===== src/rtl/pipe_ctrl_pkg.sv =====
// Shared definitions for the pipeline stall/flush controller: stage indices,
// stall vector constants and FSM state codes.
package pipe_ctrl_pkg;

    localparam int STALL_W = 6;

    localparam int STG_PC  = 0;
    localparam int STG_IF  = 1;
    localparam int STG_ID  = 2;
    localparam int STG_EX  = 3;
    localparam int STG_MEM = 4;
    localparam int STG_WB  = 5;

    localparam logic Stop   = 1'b1;
    localparam logic NoStop = 1'b0;

    localparam logic [31:0] ZeroWord = 32'h0000_0000;

    // An EX stall freezes everything up to and including EX; an ID stall only the front end.
    localparam logic [STALL_W-1:0] STALL_NONE = {STALL_W{NoStop}};
    localparam logic [STALL_W-1:0] STALL_EX   = {NoStop, NoStop, Stop, Stop, Stop, Stop};
    localparam logic [STALL_W-1:0] STALL_ID   = {NoStop, NoStop, NoStop, Stop, Stop, Stop};

    typedef enum logic [1:0] {
        ST_RUN   = 2'd0,
        ST_STALL = 2'd1,
        ST_FLUSH = 2'd2
    } state_e;

    function automatic logic [STALL_W-1:0] stallVector(input logic reqId, input logic reqEx);
        if (reqEx)
            return STALL_EX;
        else if (reqId)
            return STALL_ID;
        else
            return STALL_NONE;
    endfunction

endpackage


===== src/rtl/pipe_ctrl_sat_counter.sv =====
// Saturating up-counter with synchronous clear; used for the stall run
// length and the optional performance counters.
module sat_counter #(
    parameter int W = 16
) (
    input  logic         clk,
    input  logic         rst,
    input  logic         inc_i,
    input  logic         clr_i,
    input  logic [W-1:0] max_i,
    output logic [W-1:0] count_o
);

    logic [W-1:0] count_q;
    logic [W-1:0] count_d;

    always_comb begin
        count_d = count_q;
        if (clr_i)
            count_d = '0;
        else if (inc_i && (count_q < max_i))
            count_d = count_q + W'(1);
    end

    always_ff @(posedge clk or posedge rst) begin
        if (rst)
            count_q <= '0;
        else
            count_q <= count_d;
    end

    assign count_o = count_q;

endmodule


===== src/rtl/pipe_ctrl.sv =====
// Pipeline stall/flush controller with stall-run watchdog.
// Optional feature macro: STALL_PERF_EN (stall-cycle and flush performance counters).
module pipe_ctrl
    import pipe_ctrl_pkg::*;
#(
    parameter int WDOG_CYC = 64,
    parameter int CNT_W    = 32
) (
    input  logic             clk,
    input  logic             rst,
    input  logic             stallreq_id_i,
    input  logic             stallreq_ex_i,
    input  logic             flush_req_i,
    input  logic [31:0]      new_pc_i,
    output logic [5:0]       stall_o,
    output logic             flush_o,
    output logic [31:0]      new_pc_o,
    output logic             wdog_o,
    output logic [CNT_W-1:0] stall_cycles_o,
    output logic [CNT_W-1:0] flush_count_o
);

    state_e       state_q;
    logic         flush_q;
    logic [31:0]  new_pc_q;
    logic         wdog_q;
    logic         wdog_d;
    logic [5:0]   stall_d;
    logic         stalled;
    logic [15:0]  runCnt;

    // Stall vector is combinational so a load-use stall takes effect in the cycle it is raised.
    always_comb begin
        stall_d = STALL_NONE;
        if (state_q != ST_FLUSH)
            stall_d = stallVector(stallreq_id_i, stallreq_ex_i);
    end

    assign stalled = |stall_d;
    assign wdog_d  = stalled && (runCnt == 16'(WDOG_CYC - 1));

    always_ff @(posedge clk or posedge rst) begin
        if (rst) begin
            state_q  <= ST_RUN;
            flush_q  <= 1'b0;
            new_pc_q <= ZeroWord;
            wdog_q   <= 1'b0;
        end else begin
            wdog_q <= wdog_d;
            if (flush_req_i) begin
                state_q  <= ST_FLUSH;
                flush_q  <= 1'b1;
                new_pc_q <= new_pc_i;
            end else if (stallreq_id_i || stallreq_ex_i) begin
                state_q <= ST_STALL;
                flush_q <= 1'b0;
            end else begin
                state_q <= ST_RUN;
                flush_q <= 1'b0;
            end
        end
    end

    sat_counter #(.W(16)) u_run_cnt (
        .clk     (clk),
        .rst     (rst),
        .inc_i   (stalled),
        .clr_i   (!stalled),
        .max_i   (16'(WDOG_CYC)),
        .count_o (runCnt)
    );

`ifdef STALL_PERF_EN
    sat_counter #(.W(CNT_W)) u_stall_perf (
        .clk     (clk),
        .rst     (rst),
        .inc_i   (stalled),
        .clr_i   (1'b0),
        .max_i   ({CNT_W{1'b1}}),
        .count_o (stall_cycles_o)
    );

    sat_counter #(.W(CNT_W)) u_flush_perf (
        .clk     (clk),
        .rst     (rst),
        .inc_i   (flush_q),
        .clr_i   (1'b0),
        .max_i   ({CNT_W{1'b1}}),
        .count_o (flush_count_o)
    );
`else
    assign stall_cycles_o = '0;
    assign flush_count_o  = '0;
`endif

    assign stall_o  = stall_d;
    assign flush_o  = flush_q;
    assign new_pc_o = new_pc_q;
    assign wdog_o   = wdog_q;

endmodule


===== config.mk =====
export PLATFORM = sky130hd
export DESIGN_NAME = pipe_ctrl
export DESIGN_NICKNAME = d
export VERILOG_FILES = /design/src/rtl/pipe_ctrl_pkg.sv /design/src/rtl/pipe_ctrl_sat_counter.sv /design/src/rtl/pipe_ctrl.sv
export SDC_FILE = /design/constraint.sdc
export NUM_CORES = 1
export LEC_CHECK = 0
export CORE_ASPECT_RATIO = 1.5
export CORE_MARGIN = 2
export CORE_UTILIZATION = 35
export CTS_BUF_LIST = sky130_fd_sc_hd__clkbuf_16
export CTS_CLUSTER_DIAMETER = 120
export CTS_CLUSTER_SIZE = 10
export DETAILED_ROUTE_END_ITERATION = 16
export GPL_ROUTABILITY_DRIVEN = 0
export MAX_ROUTING_LAYER = met4
export PLACE_DENSITY = 0.82
export SYNTH_ARGS = -nofsm -noshare
export SYNTH_HDL_FRONTEND = slang
export SYNTH_SLANG_ARGS = --single-unit

===== constraint.sdc =====
create_clock -name clk -period 1.5 [get_ports clk]
set_clock_uncertainty 0.2 [all_clocks]
set_input_delay 0.15 -clock clk [delete_from_list [all_inputs] [get_ports clk]]
set_output_delay 0.15 -clock clk [all_outputs]
set_load 0.005 [all_outputs]

After elaboration in Yosys (flattened, before gate mapping)
Cells that the tools add are included.
- $add $sub $neg: 1
- multiplexer cells: 8
- reduce and logical (&&, ||, !) cells: 4
- magnitude comparators: 1
- equal/unequal tests: 3
- operator list (operator ; number):
    2-to-1 mux 16 bit ; 2
    adder 16 x 1 -> 16 bit, second input constant ; 1
    equality test 16 x 6 -> 1 bit, second input constant ; 1
    less-than comparator 16 x 7 -> 1 bit, second input constant ; 1
    2-to-1 mux 4 bit ; 2
    OR reduction 6 bit ; 1
    2-to-1 mux 3 bit ; 1
    logical AND 1 bit ; 2
    2-to-1 mux 1 bit ; 2
    2-to-1 mux 2 bit ; 1
    inequality test 2 x 1 -> 1 bit, second input constant ; 1
    inequality test 2 bit, second input constant ; 1
    logical OR 1 bit ; 1
- input port bits: 37
- output and inout bits: 104
- flip-flop bits (word level): 52

Logic depth before layout (Yosys ltp)
- depth in word-level cells: 7
- mapped depth: 7
- mapped depth without buffers: 5

Modules after synthesis
From an unflattened synthesis, not the netlist that was laid out.
- cell total of the unflattened synthesis: 305
- area, all modules: 3329.4 µm²
- modules (own cells, without submodules) (module ; seq. area each (µm²) ; cells each ; area each (µm²) ; instances):
    pipe_ctrl ; 875.8 ; 155 ; 2019.4 ; 1
    sat_counter ; 400.4 ; 150 ; 1310.0 ; 1

Least setup slack after synthesis
No wires, ideal clock.
- path kind: flip-flop to flip-flop
- from: register u_run_cnt.count_q[10] (netlist: u_run_cnt.count_o[10])
- to: register u_run_cnt.count_q[5] (netlist: u_run_cnt.count_o[5])
- stages on the path, launching flop included: 5
- setup slack: -185 ps
- period minus slack after synthesis: 1685 ps
- required time: 1234 ps
- data arrival time: 1419 ps
- path buffers: 0
- setup time: 66 ps
- cells stage by stage: dfrtp_1 > nor4_4 > nand4_2 > or4_1 > nand2_1
- word-level cells in the longest chain between the ends: 3
- RTL lines (element ; RTL line ; source):
    start, declared ; pipe_ctrl_sat_counter.sv:14 ; logic [W-1:0] count_q;
    start signal, assigned ; pipe_ctrl_sat_counter.sv:29 ; count_q <= count_d;
    less-than comparator 16 x 7 -> 1 bit ; pipe_ctrl_sat_counter.sv:21 ; else if (inc_i && (count_q < max_i))
    logical AND 1 bit ; pipe_ctrl_sat_counter.sv:21 ;
    inequality test 2 x 1 -> 1 bit (no line) ; - ;
Every way passes these cells.
A chain may end at the register's enable or synchronous reset.

Final worst setup path
- from: register u_run_cnt.count_q[13] (netlist: u_run_cnt.count_o[13])
- to: register u_run_cnt.count_q[5] (netlist: u_run_cnt.count_o[5])
The elaborated chain is that of the path after synthesis.

==> flow_metrics.env <==
export IMPL_clock_path_buffers=2
export IMPL_cts_buffers=5
export IMPL_netSwitchingFraction_pct=23.2
export IMPL_clk_pin_slew_ns=0.07
export IMPL_outcome="finished with violations"
export IMPL_synth_common_cells="buf_4, dfrtp_1, mux2_2"
export IMPL_layout_drive_gt1_share_pct=23.3
export IMPL_avgSynthCellArea_um2=12.2
export IMPL_via_count=1531
export IMPL_setup_tns_ns=-0.829
export IMPL_stdcell_area_um2=3360
export IMPL_syn_inst=203
export IMPL_path_class="flop to flop"
export IMPL_core_area_um2=6850
export IMPL_ys_types=23
export IMPL_grt_pass1_wl_um=6750
export IMPL_n_antenna_cell=0
export IMPL_synthFlopType="dfrtp_1"
export IMPL_final_hold_violation_count=0
export IMPL_rsz0062_at_grt="true"
export IMPL_synth_area_leaders="dfrtp_1, buf_4, mux2_2"
export IMPL_die_w_um=72.6
export IMPL_root_buffer="clkbuf_16"
export IMPL_clock_sinks=51
export IMPL_p_seq_share_pct=48.8
export IMPL_firstDrtPassIters=4
export IMPL_p_leak_nw=1.75
export IMPL_ios=141
export IMPL_fin_crit_sh_pct=112
export IMPL_r2r_setup_slack_ns=-0.19
export IMPL_grt_pass1_vias=1442
export IMPL_placed_area_um2=3110
export IMPL_switching_power_w=0.000726
export IMPL_dieHeight_um=107
export IMPL_start_util_pct=36.1
export IMPL_htree_levels=2
export IMPL_yosysWarnings=0
export IMPL_area_delta_synth_final_pct=35.9
export IMPL_async_flop_share_pct=100
export IMPL_regToRegStartpoint="u_run_cnt.count_o[13]"
export IMPL_cts_tree="built"
export IMPL_synth_edf_count=0
export IMPL_grt_usage_pct=11.6
export IMPL_period_needed_ns=1.69
export IMPL_netlist_area_um2=2470
export IMPL_cp_max_fo=3
export IMPL_cp_required_ns=1.52
export IMPL_maxSlewViolCount=0
export IMPL_end_kind="flop"
export IMPL_drt_iter0_drc=52
export IMPL_synth_seq_area_share_pct=51.6
export IMPL_rows=37
export IMPL_cp_start_kind="flop"
export IMPL_hp_class="input pin to asynchronous set/reset pin"
export IMPL_reg2regPathDepth=4
export IMPL_antenna_found_initial=0
export IMPL_regArea_um2=1280
export IMPL_dp_slack_ns=-0.542
export IMPL_gr_total_overflow=0
export IMPL_drt_vias_per_instance=4.18
export IMPL_port_buffers=74
export IMPL_vdd_drop_max_mv=0.486
export IMPL_dp_hpwl_um=3160
export IMPL_p_int_w=0.00241
export IMPL_setup_viol=10
export IMPL_ant_nets=0
export IMPL_combPwrFrac_pct=16.8
export IMPL_synth_seq_cells=51
export IMPL_grt_max_degree=52
export IMPL_multiInputGateArea_um2=931
export IMPL_clock_latency_ns=0.28
export IMPL_synthMostInstantiatedCell="buf_4"
export IMPL_routed_wl_um=4280
export IMPL_wire_per_inst_um=11.7
export IMPL_yosysTopAreaCell="dfrtp_1"
export IMPL_nNetsFinal=325
export IMPL_violations="setup timing"
export IMPL_dieArea_um2=7760
export IMPL_setup_slack_ns=-0.187
export IMPL_power_share_clock_pct=34.4
export IMPL_yosys_area_top_type_share_pct=51.6
export IMPL_fillers=613
export IMPL_drc_errors=0
export IMPL_total_power_w=0.00314
export IMPL_arrival_ns=1.71
export IMPL_powerDensity_nw_per_um2=934
export IMPL_r2r_end="u_run_cnt.count_o[5]"
export IMPL_cap_violations=0
export IMPL_max_freq_ghz=0.593
-- timing repair --
action                     4_1_cts  5_1_grt
pin swaps                        5        5
setup endpoints to repair       29       35
gates resized for setup         39       26
cloned                           1        0
setup buffers                    3        1
hold buffers                     0        0
-- cell families (layout without fill, tap and decap cells) --
family,count (synthesis),in the layout,synth area share [%]
buf+inv,76,96,21.9
xor+xnor,4,4,1.42
flops,51,51,51.6
simple gates,35,35,9.06
mux,32,32,14.6
fa+ha+maj,1,1,0.506
compound gates,3,3,0.709
other cells,1,66,0.152
-- flip-flops by register name, summed over array words and instances, names as in the netlist --
signal,flops
flush_o,1
new_pc_o,32
state_q,1
u_run_cnt.count_o,16
wdog_o,1
-- power groups by stage --
stage | sequential, W | combinational, W | clock (W)
floorplan | 0.00156 | 0.000331 | 0
global placement | 0.00155 | 0.000535 | 0
detailed placement | 0.00156 | 0.000547 | 0
CTS | 0.00153 | 0.000538 | 0.00112
global route | 0.00154 | 0.000581 | 0.00118
finish | 0.00153 | 0.000528 | 0.00108
-- placed cells by master, fill, tap and decap left out, types with 4 or more instances in the layout --
cell type,n
clkbuf_16,5
nor2_1,7
and2_1,8
xor2_1,4
mux2_2,32
clkdlybuf4s50_1,40
buf_4,6
nand2_1,4
buf_6,6
dlymetal6s2s_1,19
conb_1,66
dlygate4sd2_1,11
dfrtp_1,51
-- worst max-delay path, stage by stage, from the launching register on --
cell     delay [ns]
dfrtp_1        0.41
nor4_4         0.36
nand4_2        0.18
or4_1          0.41
nand2_1        0.07
-- cell type report --
type	instances	area share, %
flip-flops and latches	51	38.0
multi-input cells	141	27.7
repair buffers	86	26.7
clock buffers	5	3.72
well taps	78	2.91
clock inverters	3	0.484
inverters	2	0.484
-- metal layers --
layer	GRT usage (%)	part of all wire, %	wire, um	up-vias
li1	-	-	-	695
met1	12.9	36	1560	734
met2	20.3	54	2320	97
met3	2.35	7.8	335	5
met4	3.97	1.5	65	0
met5	-	0	0	-
-- per-stage QoR --
step | hold WS [ns] | utilization, % | std cells
5_1_grt | 0.112 | 49.0 | 366
3_3_place_gp | 0.271 | 45.4 | 354
4_1_cts | 0.0951 | 47.8 | 365
6_report | 0.0717 | 49.0 | 366
2_1_floorplan | -0.0186 | - | 268
3_5_place_dp | 0.278 | 45.4 | 354
-- how the worst max path moves through the flow --
| stage | start | endpoint | slack, ns | cells past startpoint |
|---|---|---|---|---|
| floorplan | flush_o | u_run_cnt.count_o[5] | -0.13 | 5 |
| global placement | stallreq_id_i | stall_o[0] | -0.51 | 5 |
| detailed placement | stallreq_id_i | stall_o[1] | -0.54 | 5 |
| CTS | flush_o | u_run_cnt.count_o[5] | -0.17 | 5 |
| global route | u_run_cnt.count_o[13] | u_run_cnt.count_o[5] | -0.26 | 4 |
| finish | u_run_cnt.count_o[13] | u_run_cnt.count_o[5] | -0.19 | 4 |
(Power assumes the default switching activity.)
